<file path="src/rtl/mipsx_pipe_pkg.sv">
// Shared pipeline definitions: register index width, default sizes and the
// classification of operand-read hazards.
package mipsx_pipe_pkg;

   localparam int unsigned REG_IDX_W = 5;
   localparam int unsigned NREG      = 32;
   localparam int unsigned DATA_W    = 32;

   typedef enum logic [2:0] {
      HZ_NONE,
      HZ_LOAD_USE,
      HZ_LONG_PENDING,
      HZ_WAW,
      HZ_NO_BYPASS
   } hazard_cause_e;

   // Keep the first reported cause; later causes only fill an empty slot.
   function automatic hazard_cause_e merge_cause(input hazard_cause_e first,
                                                 input hazard_cause_e second);
      merge_cause = (first != HZ_NONE) ? first : second;
   endfunction

endpackage

</file>
<file path="src/rtl/regread_scoreboard.sv">
// Bitmap of destinations owned by in-flight LateALU ops: one set port, one
// clear port, flush, and three combinational lookups (rs, rt, rd).
module regread_scoreboard
   import mipsx_pipe_pkg::*;
#(
   parameter int unsigned NREG = mipsx_pipe_pkg::NREG
) (
   input  logic                 clk,
   input  logic                 rst,
   input  logic                 flush,
   input  logic                 set_en,
   input  logic [REG_IDX_W-1:0] set_idx,
   input  logic                 clr_en,
   input  logic [REG_IDX_W-1:0] clr_idx,
   input  logic [REG_IDX_W-1:0] rd_idx_a,
   input  logic [REG_IDX_W-1:0] rd_idx_b,
   input  logic [REG_IDX_W-1:0] rd_idx_c,
   output logic                 busy_a,
   output logic                 busy_b,
   output logic                 busy_c
);

   logic [NREG-1:0] sb_q;
   logic [NREG-1:0] sb_d;

   // Clear is applied before set so a same-cycle set of the same bit wins.
   always_comb begin
      sb_d = sb_q;
      if (clr_en) begin
         sb_d[clr_idx] = 1'b0;
      end
      if (set_en && (set_idx != '0)) begin
         sb_d[set_idx] = 1'b1;
      end
      if (flush) begin
         sb_d = '0;
      end
      sb_d[0] = 1'b0;
   end

   always_ff @(posedge clk) begin
      if (rst) begin
         sb_q <= '0;
      end else begin
         sb_q <= sb_d;
      end
   end

   assign busy_a = sb_q[rd_idx_a];
   assign busy_b = sb_q[rd_idx_b];
   assign busy_c = sb_q[rd_idx_c];

endmodule

</file>
<file path="src/rtl/pipeline_regread.sv">
// Operand-read stage: regfile read with EX/MEM/WB bypass, LateALU scoreboard
// and a single valid/ready output register toward EX. Define
// REGREAD_BYPASS_EN to enable EX/MEM bypass; otherwise those matches stall.
module pipeline_regread
   import mipsx_pipe_pkg::*;
#(
   parameter int unsigned NREG    = mipsx_pipe_pkg::NREG,
   parameter int unsigned DATA_W  = mipsx_pipe_pkg::DATA_W,
   parameter int unsigned STALL_W = 32
) (
   input  logic                 clk,
   input  logic                 rst,
   input  logic                 flush,
   input  logic                 in_valid,
   output logic                 in_ready,
   input  logic [REG_IDX_W-1:0] rs_index,
   input  logic [REG_IDX_W-1:0] rt_index,
   input  logic                 rs_used,
   input  logic                 rt_used,
   input  logic [REG_IDX_W-1:0] rd_index,
   input  logic                 long_op,
   output logic [REG_IDX_W-1:0] rindex_a,
   output logic [REG_IDX_W-1:0] rindex_b,
   input  logic [DATA_W-1:0]    rout_a,
   input  logic [DATA_W-1:0]    rout_b,
   input  logic                 ex_valid,
   input  logic [REG_IDX_W-1:0] ex_rd,
   input  logic                 ex_is_load,
   input  logic [DATA_W-1:0]    ex_value,
   input  logic                 mem_valid,
   input  logic [REG_IDX_W-1:0] mem_rd,
   input  logic [DATA_W-1:0]    mem_value,
   input  logic                 we,
   input  logic [REG_IDX_W-1:0] windex,
   input  logic [DATA_W-1:0]    win,
   input  logic                 latealu_done,
   input  logic [REG_IDX_W-1:0] latealu_rd,
   output logic                 out_valid,
   input  logic                 out_ready,
   output logic [DATA_W-1:0]    rs_value,
   output logic [DATA_W-1:0]    rt_value,
   output logic [REG_IDX_W-1:0] out_rd,
   output logic                 out_long_op,
   output logic [STALL_W-1:0]   stall_cycles
);

   logic                 out_valid_q,   out_valid_d;
   logic [DATA_W-1:0]    rs_value_q,    rs_value_d;
   logic [DATA_W-1:0]    rt_value_q,    rt_value_d;
   logic [REG_IDX_W-1:0] out_rd_q,      out_rd_d;
   logic                 out_long_op_q, out_long_op_d;
   logic [STALL_W-1:0]   stall_q,       stall_d;

   logic          sb_busy_a, sb_busy_b, sb_busy_rd;
   logic          accept, hazard;
   hazard_cause_e cause_a, cause_b, cause_waw, hazard_cause;
   logic [DATA_W-1:0] op_a, op_b;

   assign rindex_a = rs_index;
   assign rindex_b = rt_index;

   function automatic hazard_cause_e src_cause(input logic                 used,
                                               input logic [REG_IDX_W-1:0] idx,
                                               input logic                 busy);
      src_cause = HZ_NONE;
      if (used && (idx != '0)) begin
         if (ex_valid && ex_is_load && (ex_rd == idx)) begin
            src_cause = HZ_LOAD_USE;
         end else if (busy) begin
            src_cause = HZ_LONG_PENDING;
         end
`ifndef REGREAD_BYPASS_EN
         else if ((ex_valid && (ex_rd == idx)) || (mem_valid && (mem_rd == idx))) begin
            src_cause = HZ_NO_BYPASS;
         end
`endif
      end
   endfunction

   function automatic logic [DATA_W-1:0] select_operand(input logic [REG_IDX_W-1:0] idx,
                                                        input logic [DATA_W-1:0]    rf);
      select_operand = rf;
      if (idx == '0) begin
         select_operand = '0;
      end
`ifdef REGREAD_BYPASS_EN
      else if (ex_valid && !ex_is_load && (ex_rd == idx)) begin
         select_operand = ex_value;
      end else if (mem_valid && (mem_rd == idx)) begin
         select_operand = mem_value;
      end
`endif
      else if (we && (windex == idx)) begin
         select_operand = win;
      end
   endfunction

`ifndef REGREAD_BYPASS_EN
   logic unused_bypass_data;
   assign unused_bypass_data = ^{ex_value, mem_value};
`endif

   always_comb begin
      cause_a      = src_cause(rs_used, rs_index, sb_busy_a);
      cause_b      = src_cause(rt_used, rt_index, sb_busy_b);
      cause_waw    = (long_op && sb_busy_rd) ? HZ_WAW : HZ_NONE;
      hazard_cause = merge_cause(merge_cause(cause_a, cause_b), cause_waw);
      hazard       = (hazard_cause != HZ_NONE);
      op_a         = select_operand(rs_index, rout_a);
      op_b         = select_operand(rt_index, rout_b);
   end

   assign in_ready = !hazard && (!out_valid_q || out_ready);
   assign accept   = in_valid && in_ready && !flush;

   // The scoreboard is read from its registered state, so a LateALU
   // completion only unblocks a waiting reader on the following cycle.
   regread_scoreboard #(
      .NREG (NREG)
   ) u_scoreboard (
      .clk      (clk),
      .rst      (rst),
      .flush    (flush),
      .set_en   (accept && long_op),
      .set_idx  (rd_index),
      .clr_en   (latealu_done),
      .clr_idx  (latealu_rd),
      .rd_idx_a (rs_index),
      .rd_idx_b (rt_index),
      .rd_idx_c (rd_index),
      .busy_a   (sb_busy_a),
      .busy_b   (sb_busy_b),
      .busy_c   (sb_busy_rd)
   );

   always_comb begin
      out_valid_d   = out_valid_q;
      rs_value_d    = rs_value_q;
      rt_value_d    = rt_value_q;
      out_rd_d      = out_rd_q;
      out_long_op_d = out_long_op_q;
      stall_d       = stall_q;

      if (flush) begin
         out_valid_d = 1'b0;
      end else if (accept) begin
         out_valid_d   = 1'b1;
         rs_value_d    = op_a;
         rt_value_d    = op_b;
         out_rd_d      = rd_index;
         out_long_op_d = long_op;
      end else if (out_ready) begin
         out_valid_d = 1'b0;
      end

      if (in_valid && hazard && !flush && (stall_q != '1)) begin
         stall_d = stall_q + 1'b1;
      end
   end

   always_ff @(posedge clk) begin
      if (rst) begin
         out_valid_q   <= 1'b0;
         rs_value_q    <= '0;
         rt_value_q    <= '0;
         out_rd_q      <= '0;
         out_long_op_q <= 1'b0;
         stall_q       <= '0;
      end else begin
         out_valid_q   <= out_valid_d;
         rs_value_q    <= rs_value_d;
         rt_value_q    <= rt_value_d;
         out_rd_q      <= out_rd_d;
         out_long_op_q <= out_long_op_d;
         stall_q       <= stall_d;
      end
   end

   assign out_valid    = out_valid_q;
   assign rs_value     = rs_value_q;
   assign rt_value     = rt_value_q;
   assign out_rd       = out_rd_q;
   assign out_long_op  = out_long_op_q;
   assign stall_cycles = stall_q;

endmodule

</file>
<file path="config.mk">
export PLATFORM = sky130hd
export DESIGN_NAME = pipeline_regread
export DESIGN_NICKNAME = d
export VERILOG_FILES = /design/src/rtl/mipsx_pipe_pkg.sv /design/src/rtl/regread_scoreboard.sv /design/src/rtl/pipeline_regread.sv
export SDC_FILE = /design/constraint.sdc
export NUM_CORES = 1
export LEC_CHECK = 0
export BUFFER_PORTS_ARGS = -buffer_cell sky130_fd_sc_hd__buf_2
export CAP_MARGIN = 20
export CORE_MARGIN = 10
export CORE_UTILIZATION = 23
export DETAILED_ROUTE_END_ITERATION = 12
export GPL_TIMING_DRIVEN = 0
export PLACE_DENSITY = 0.53
export REMOVE_ABC_BUFFERS = 1
export SLEW_MARGIN = 20
export SYNTH_ARGS = -nofsm -noshare
export SYNTH_HDL_FRONTEND = slang
export SYNTH_HIERARCHICAL = 1
export SYNTH_SLANG_ARGS = --single-unit
</file>
<file path="constraint.sdc">
create_clock -name clk -period 3.8 [get_ports clk]
set_input_delay 0.76 -clock clk [delete_from_list [all_inputs] [get_ports clk]]
set_output_delay 0.76 -clock clk [all_outputs]
set_load 0.02 [all_outputs]
</file>
==> impl_metrics.env, run 1 <==
export IMPL_outcome="finished, final reports clean"
export IMPL_p_leak_nw=3.88
export IMPL_ys_warn_count=6
export IMPL_place_area_sq_um=9360
export IMPL_antenna_found_initial=2
export IMPL_ir_drop_uv=302
export IMPL_hp_start="stall_cycles[30]$_SDFFE_PP0P_"
export IMPL_synth_seq_cells=134
export IMPL_ff2ff_path_depth=13
export IMPL_worst_setup_path_type="in -> out"
export IMPL_path_cells="buf_12 -> mux4_2 -> nand2b_1 -> o211ai_1 -> nand4_1 -> a31o_2 -> a221oi_4 -> buf_8 -> nand2_1 -> nor2_1 -> buf_4"
export IMPL_drv_cap=0
export IMPL_cts_tree="done"
export IMPL_startpoint="rs_index[1]"
export IMPL_avgSynthCellArea_sq_um=9.12
export IMPL_cts_hold_buf=0
export IMPL_arrival_ps=2940
export IMPL_cts_sinks=134
export IMPL_hold_viol=0
export IMPL_drc=0
export IMPL_worst_path_stages=11
export IMPL_syn_to_final_growth_pct=31.4
export IMPL_drt_iter0_drc=400
export IMPL_cp_required_ps=3040
export IMPL_die_height_microns=203
export IMPL_clk_path_buf_depth=2
export IMPL_numCtsBuffers=17
export IMPL_grt_pass1_wl_mm=43.5
export IMPL_crit_slowest_cell="mux4_2"
export IMPL_ys_types=54
export IMPL_r2r_start="u_scoreboard/sb_q[7]$_SDFF_PP0_"
export IMPL_htreeDepth=4
export IMPL_grt_pass1_vias=7468
export IMPL_reg2reg_to="u_scoreboard/sb_q[3]$_SDFF_PP0_"
export IMPL_p_per_area_nw_per_um2=394
export IMPL_cpLargestDelayFamily="compound AO/OA/AOI/OAI gates"
export IMPL_initial_utilization=0.232
export IMPL_critical_path_max_stage_delay_ps=520
export IMPL_routedWlPerCell_microns=18.4
export IMPL_synth_area_sq_um=7730
export IMPL_crit_path_end="in_ready"
export IMPL_track_usage=0.133
export IMPL_fill_cells=3598
export IMPL_num_vias=7334
export IMPL_die_w_microns=203
export IMPL_ys_async_sr_fraction=0
export IMPL_crit_path_end_kind="output pin"
export IMPL_design_area_sq_um=10200
export IMPL_startpoint_type="primary input"
export IMPL_vias_per_cell=4.80
export IMPL_ys_seq_area_frac=0.347
export IMPL_cts_clk_slew_worst_paths_ps=60
export IMPL_drive_above_1_share=0.310
export IMPL_grt_max_degree=77
export IMPL_synth_flop_cell="dfxtp_1"
export IMPL_slew_headroom=0.340
export IMPL_wl_mm=28.1
export IMPL_rsz0062_at_grt="false"
export IMPL_die_area_sq_um=41300
export IMPL_num_io_pins=322
export IMPL_hold_path_class="reg -> reg"
export IMPL_fin_setup_tns_ps=0
export IMPL_setup_viol=0
export IMPL_grt_ovfl_total=0
export IMPL_path_buf_inv=3
export IMPL_rrSetupSlack_ps=330
export IMPL_finClkSkew_ps=10.7
export IMPL_report_final_slew_viol_count=0
export IMPL_drt_pass1_iter_count=5
export IMPL_synth_edf_count=0
export IMPL_cp_max_fo=15
export IMPL_period_share=0.973
export IMPL_clk_latency_ps=440
export IMPL_fmax_mhz=270
export IMPL_dp_hpwl_mm=20.4
export IMPL_core_region_area_sq_um=33400
export IMPL_final_nets=1273
export IMPL_placementRows=67
export IMPL_netlist_instances=847
export IMPL_clockRootBuffer="clkbuf_16"
export IMPL_ant_nets=0
export IMPL_globalplace_congestion=0.794
export IMPL_layout_min_cycle_time_ps=3700
export IMPL_worst_pin_slew_ps=983
export IMPL_io_buffers=256
-- placed cells by master, fill, tap and decap left out, drive strengths merged, types with 3 or more instances in the layout --
cell / n
a21o: 3
nor3: 6
xor2: 20
nand3b: 70
o21ai: 33
nor3b: 4
mux2i: 98
o31ai: 64
clkbuf: 17
a211oi: 21
nor4: 9
or2: 4
a21oi: 46
o2111ai: 3
buf: 269
and2b: 3
clkinv: 5
nand2: 51
inv: 17
mux4: 9
nand4: 11
bufinv: 6
a22oi: 6
xnor2: 37
nor2b: 6
dfxtp: 134
and3b: 3
a2111oi: 7
nand3: 30
and3: 5
nor2: 50
o211ai: 3
or4: 3
nand2b: 8
-- synthesized netlist by cell type, types with 15 or more instances --
master | instances | area share
a211oi_1 | 20 | 0.019
xnor2_1 | 37 | 0.042
o31ai_1 | 64 | 0.062
nor2_1 | 50 | 0.024
nand3_1 | 28 | 0.018
buf_4 | 15 | 0.015
nand3b_1 | 70 | 0.068
dfxtp_1 | 134 | 0.35
a21oi_1 | 46 | 0.030
buf_2 | 15 | 0.0097
mux2i_1 | 98 | 0.13
xor2_1 | 20 | 0.023
nand2_1 | 51 | 0.025
o21ai_0 | 32 | 0.021
clkbuf_1 | 32 | 0.016
-- metrics by stage --
stage	setup WS (ps)	util	instances	power (mW)	hold WS [ps]
2_1_floorplan	-1940	-	775	1.77	465
3_3_place_gp	-4870	0.275	1479	2.06	465
3_5_place_dp	-1350	0.281	1487	2.09	468
4_1_cts	22.0	0.304	1525	4.07	483
5_1_grt	0.872	0.304	1527	4.18	501
6_report	102	0.304	1527	4.00	474
-- worst min path at each step --
stage                                  endpoint  slack [ps]  cells after the start
2_1_floorplan  u_scoreboard/sb_q[18]$_SDFF_PP0_         470                      2
4_1_cts           stall_cycles[30]$_SDFFE_PP0P_         480                      2
3_3_place_gp          rt_value[13]$_SDFFE_PP0P_         470                      2
3_5_place_dp           rt_value[1]$_SDFFE_PP0P_         470                      2
5_1_grt                rs_value[2]$_SDFFE_PP0P_         500                      2
6_report          stall_cycles[30]$_SDFFE_PP0P_         470                      2
-- flip-flops by register name, indices dropped and copies added, names as in the netlist --
signal,flops
rs_value,32
rt_value,32
stall_cycles,32
u_scoreboard/sb_q,31
out_rd,5
out_long_op,1
out_valid,1
-- layer usage --
layer  global-route usage  wire [microns]
met4               0.0490             530
met3               0.0398            2000
met2                0.220           13400
met5                    0               0
met1                0.161           12200
-- area by class of cell --
type                            count  area [sq um]  area share
Inverter                           14          52.6     0.00517
Multi-Input combinational cell    628          4650       0.458
Tap cell                          448           561      0.0552
Timing Repair Buffer              269          1530       0.151
Clock buffer                       17           425      0.0419
Clock inverter                     15           250      0.0246
Sequential cell                   134          2680       0.264
Antenna cell                        2          5.00    0.000493
-- worst min-delay path: cells and delay by family, from the launching register on --
family,cells,cell delay (ps)
DFF,1,330
AOI/OAI and AO/OA,1,50
buffers and inverters,1,50
-- logic make-up (layout without fill, tap and decap cells) --
| logic type | count (synthesis) | after routing | share of synthesized area |
|---|---|---|---|
| other cells | 0 | 2 | 0 |
| buf+inv | 86 | 315 | 0.0593 |
| xor+xnor | 57 | 57 | 0.0646 |
| simple gates | 268 | 268 | 0.195 |
| flops | 134 | 134 | 0.347 |
| fa+ha+maj | 1 | 1 | 0.00162 |
| compound gates | 193 | 194 | 0.176 |
| mux | 108 | 108 | 0.156 |
-- timing repair --
action                     CTS  global route
pin swaps                    2             3
buffers inserted             5             0
gates resized for setup     12             6
setup endpoints to repair   67            12
gates cloned                 1             0
-- power by group --
part	total (mW)	internal [mW]	leakage, nW	switching, mW
sequential	1.47	1.45	1.09	0.0213
clock	1.93	1.24	0.328	0.696
combinational	0.604	0.232	2.47	0.371
total	4.00	2.92	3.88	1.09
(Power assumes the default switching activity.)
==> run 2, diff against run 1 <==
Settings changed: ABC_AREA set to 1, CAP_MARGIN 20 to not set, PLACE_DENSITY 0.53 to 0.52, RECOVER_POWER set to 25.
==> impl_metrics.env, run 2 <==
export IMPL_numCtsBuffers=17
export IMPL_core_region_area_sq_um=41800
export IMPL_cp_required_ps=3040
export IMPL_final_nets=2056
export IMPL_setup_ws_ps=211
export IMPL_globalplace_congestion=0.896
export IMPL_grt_max_degree=60
export IMPL_drc=0
export IMPL_ys_async_sr_fraction=0
export IMPL_layout_commonest_cell="nand2_1"
export IMPL_placementRows=75
export IMPL_slew_headroom=0.505
export IMPL_avgSynthCellArea_sq_um=5.85
export IMPL_grt_pass1_wl_mm=62.5
export IMPL_wl_mm=41.7
export IMPL_synth_flop_cell="dfxtp_1"
export IMPL_synthSimpleGateAreaFrac=0.429
export IMPL_synth_compound_area_frac=0.0808
export IMPL_worst_setup_path_type="in -> out"
export IMPL_finClkSkew_ps=13.7
export IMPL_num_io_pins=322
export IMPL_cp_max_fo=23
export IMPL_crit_path_end_kind="output pin"
export IMPL_worst_hold_slack_ps=473
export IMPL_layout_min_cycle_time_ps=3590
export IMPL_drt_iter0_drc=1149
export IMPL_cts_clk_slew_worst_paths_ps=60
export IMPL_synthTopCellsByCount="496 x nand2_1, 264 x inv_1, 135 x nand4_1, 135 x nor2_1, 134 x dfxtp_1"
export IMPL_synth_xor_area_frac=0.0345
export IMPL_cts_sinks=134
export IMPL_antenna_found_initial=5
export IMPL_synth_seq_cells=134
export IMPL_setup_viol=0
export IMPL_arrival_ps=2830
export IMPL_die_height_microns=225
export IMPL_rrSetupSlack_ps=650
export IMPL_vias_per_cell=4.71
export IMPL_period_share=0.944
export IMPL_drive_above_1_share=0.173
export IMPL_ir_drop_uv=247
export IMPL_cts_tree="done"
export IMPL_yosys_mux_area_fraction=0
export IMPL_syn_to_final_growth_pct=25.9
export IMPL_holdPathStages=2
export IMPL_dp_slack_ps=-751
export IMPL_ys_warn_count=6
export IMPL_utilization=0.291
export IMPL_reg2reg_to="stall_cycles[4]$_SDFFE_PP0P_"
export IMPL_fmax_mhz=279
export IMPL_htreeDepth=4
export IMPL_synthMostInstantiatedCell="nand2_1"
export IMPL_ys_seq_area_frac=0.278
export IMPL_synth_top_family_by_area="simple AND/OR/NAND/NOR gates"
export IMPL_synth_area_sq_um=9660
export IMPL_worst_pin_slew_ps=742
export IMPL_routedWlPerCell_microns=17.4
export IMPL_multi_input_area_sq_um=5430
export IMPL_hp_start="u_scoreboard/sb_q[2]$_SDFF_PP0_"
export IMPL_drt_pass1_iter_count=5
export IMPL_clk_latency_ps=450
export IMPL_p_per_area_nw_per_um2=358
export IMPL_grt_ovfl_total=0
export IMPL_clockRootBuffer="clkbuf_16"
export IMPL_num_vias=11300
export IMPL_synth_edf_count=0
export IMPL_startpoint="rt_index[0]"
export IMPL_ff2ff_path_depth=9
export IMPL_netlist_instances=1651
export IMPL_hold_viol=0
export IMPL_yosysTopAreaCell="dfxtp_1"
export IMPL_outcome="finished, final reports clean"
export IMPL_hold_path_class="reg -> reg"
export IMPL_rsz0062_at_grt="false"
export IMPL_grt_pass1_vias=10800
export IMPL_io_buffers=256
export IMPL_die_area_sq_um=50600
export IMPL_track_usage=0.156
export IMPL_die_w_microns=225
export IMPL_hold_end="u_scoreboard/sb_q[2]$_SDFF_PP0_"
export IMPL_ant_nets=0
export IMPL_initial_utilization=0.231
export IMPL_yosys_top_cells_area="dfxtp_1 28%, nand2_1 19%, inv_1 10%"
export IMPL_report_final_slew_viol_count=0
export IMPL_clk_path_buf_depth=2
export IMPL_final_cell_mix="496 x nand2_1, 263 x inv_1, 192 x buf_2"
export IMPL_startpoint_type="primary input"
export IMPL_ff_latch_area_sq_um=2680
export IMPL_dp_hpwl_mm=28.5
export IMPL_drv_cap=0
export IMPL_yosys_area_share_adder=0.00130
export IMPL_r2r_start="stall_cycles[0]$_SDFFE_PP0P_"
export IMPL_fill_cells=4647
export IMPL_ys_types=31
export IMPL_synth_top_area_share=0.278
export IMPL_p_leak_nw=5.92
run 2: changes by cell type in the layout (fill, tap and decap cells not counted), sizes merged, moves of 67 or more:
cell | previous run | this run
clkbuf | 17 | 84
mux2i | 98 | 0
inv | 17 | 307
nand2 | 51 | 496
nand4 | 11 | 135
nor2 | 50 | 136
nand3b | 70 | 1
nand3 | 30 | 138
run 2: timing repair:
| item | 4_1_cts | 5_1_grt |
|---|---|---|
| gates cloned | 1 | 2 |
| hold buffers | 0 | 0 |
| pin swaps | 2 | 5 |
| setup buffers | 0 | 7 |
| setup endpoints to repair | 98 | 64 |
| gates resized for setup | 9 | 6 |
run 2: logic make-up after synthesis:
kind of cell,after synthesis
adders and majority gates,1
buffers and inverters,408
DFF,134
xor gates and xnor gates,38
and+or+nand+nor,932
AOI/OAI and AO/OA,138
run 2: worst max path at each step:
stage / to / cells after the start / slack [ps]
floorplan: out_rd[0]$_SDFFE_PP0P_ / 5 / -2090
global placement: out_rd[3]$_SDFFE_PP0P_ / 6 / -6780
detailed placement: rt_value[17]$_SDFFE_PP0P_ / 13 / -750
CTS: in_ready / 9 / 30
global route: in_ready / 14 / 5
finish: in_ready / 11 / 210
run 2: area by class of cell:
| class | count | area share |
|---|---|---|
| well taps | 539 | 0.0555 |
| flip-flops and latches | 134 | 0.221 |
| multi-input cells | 1112 | 0.446 |
| repair buffers | 276 | 0.129 |
| diodes | 1 | 0.000206 |
| clock buffers | 22 | 0.0390 |
| inverters | 306 | 0.0955 |
| clock inverters | 10 | 0.0139 |
run 2: through the flow:
stage	setup TNS, ps	std cells	cell area, sq um	power (mW)
final	0	2400	12200	4.36
after global routing	0	2399	12200	4.58
after CTS	0	2390	12100	4.39
after detailed placement	-82220	2357	11400	2.49
after global placement	-798540	2344	11100	2.44
after floorplan	-236860	1549	9110	2.05
run 2: per-layer routing:
layer,part of all wire,up-vias,global-route usage
li1,-,5603,-
met1,0.45,5238,0.201
met2,0.45,404,0.245
met3,0.083,60,0.0462
met4,0.021,6,0.0533
met5,0.00082,-,0
run 2: critical path, cell delays in order:
cell and delay (ps):
clkbuf_4 250, nor2_2 310, nand3_4 310, nand2_1 170, inv_2 50, nand3_1 110, nand2_1 60, nand2_1 280
nand3_4 210, nor2_1 130, buf_2 180
run 2: report_power, final:
group / switching (mW) / internal [mW] / total, mW
combinational: 0.659 / 0.313 / 0.973
clock: 0.720 / 1.16 / 1.88
sequential: 0.0390 / 1.47 / 1.51
total: 1.42 / 2.94 / 4.36
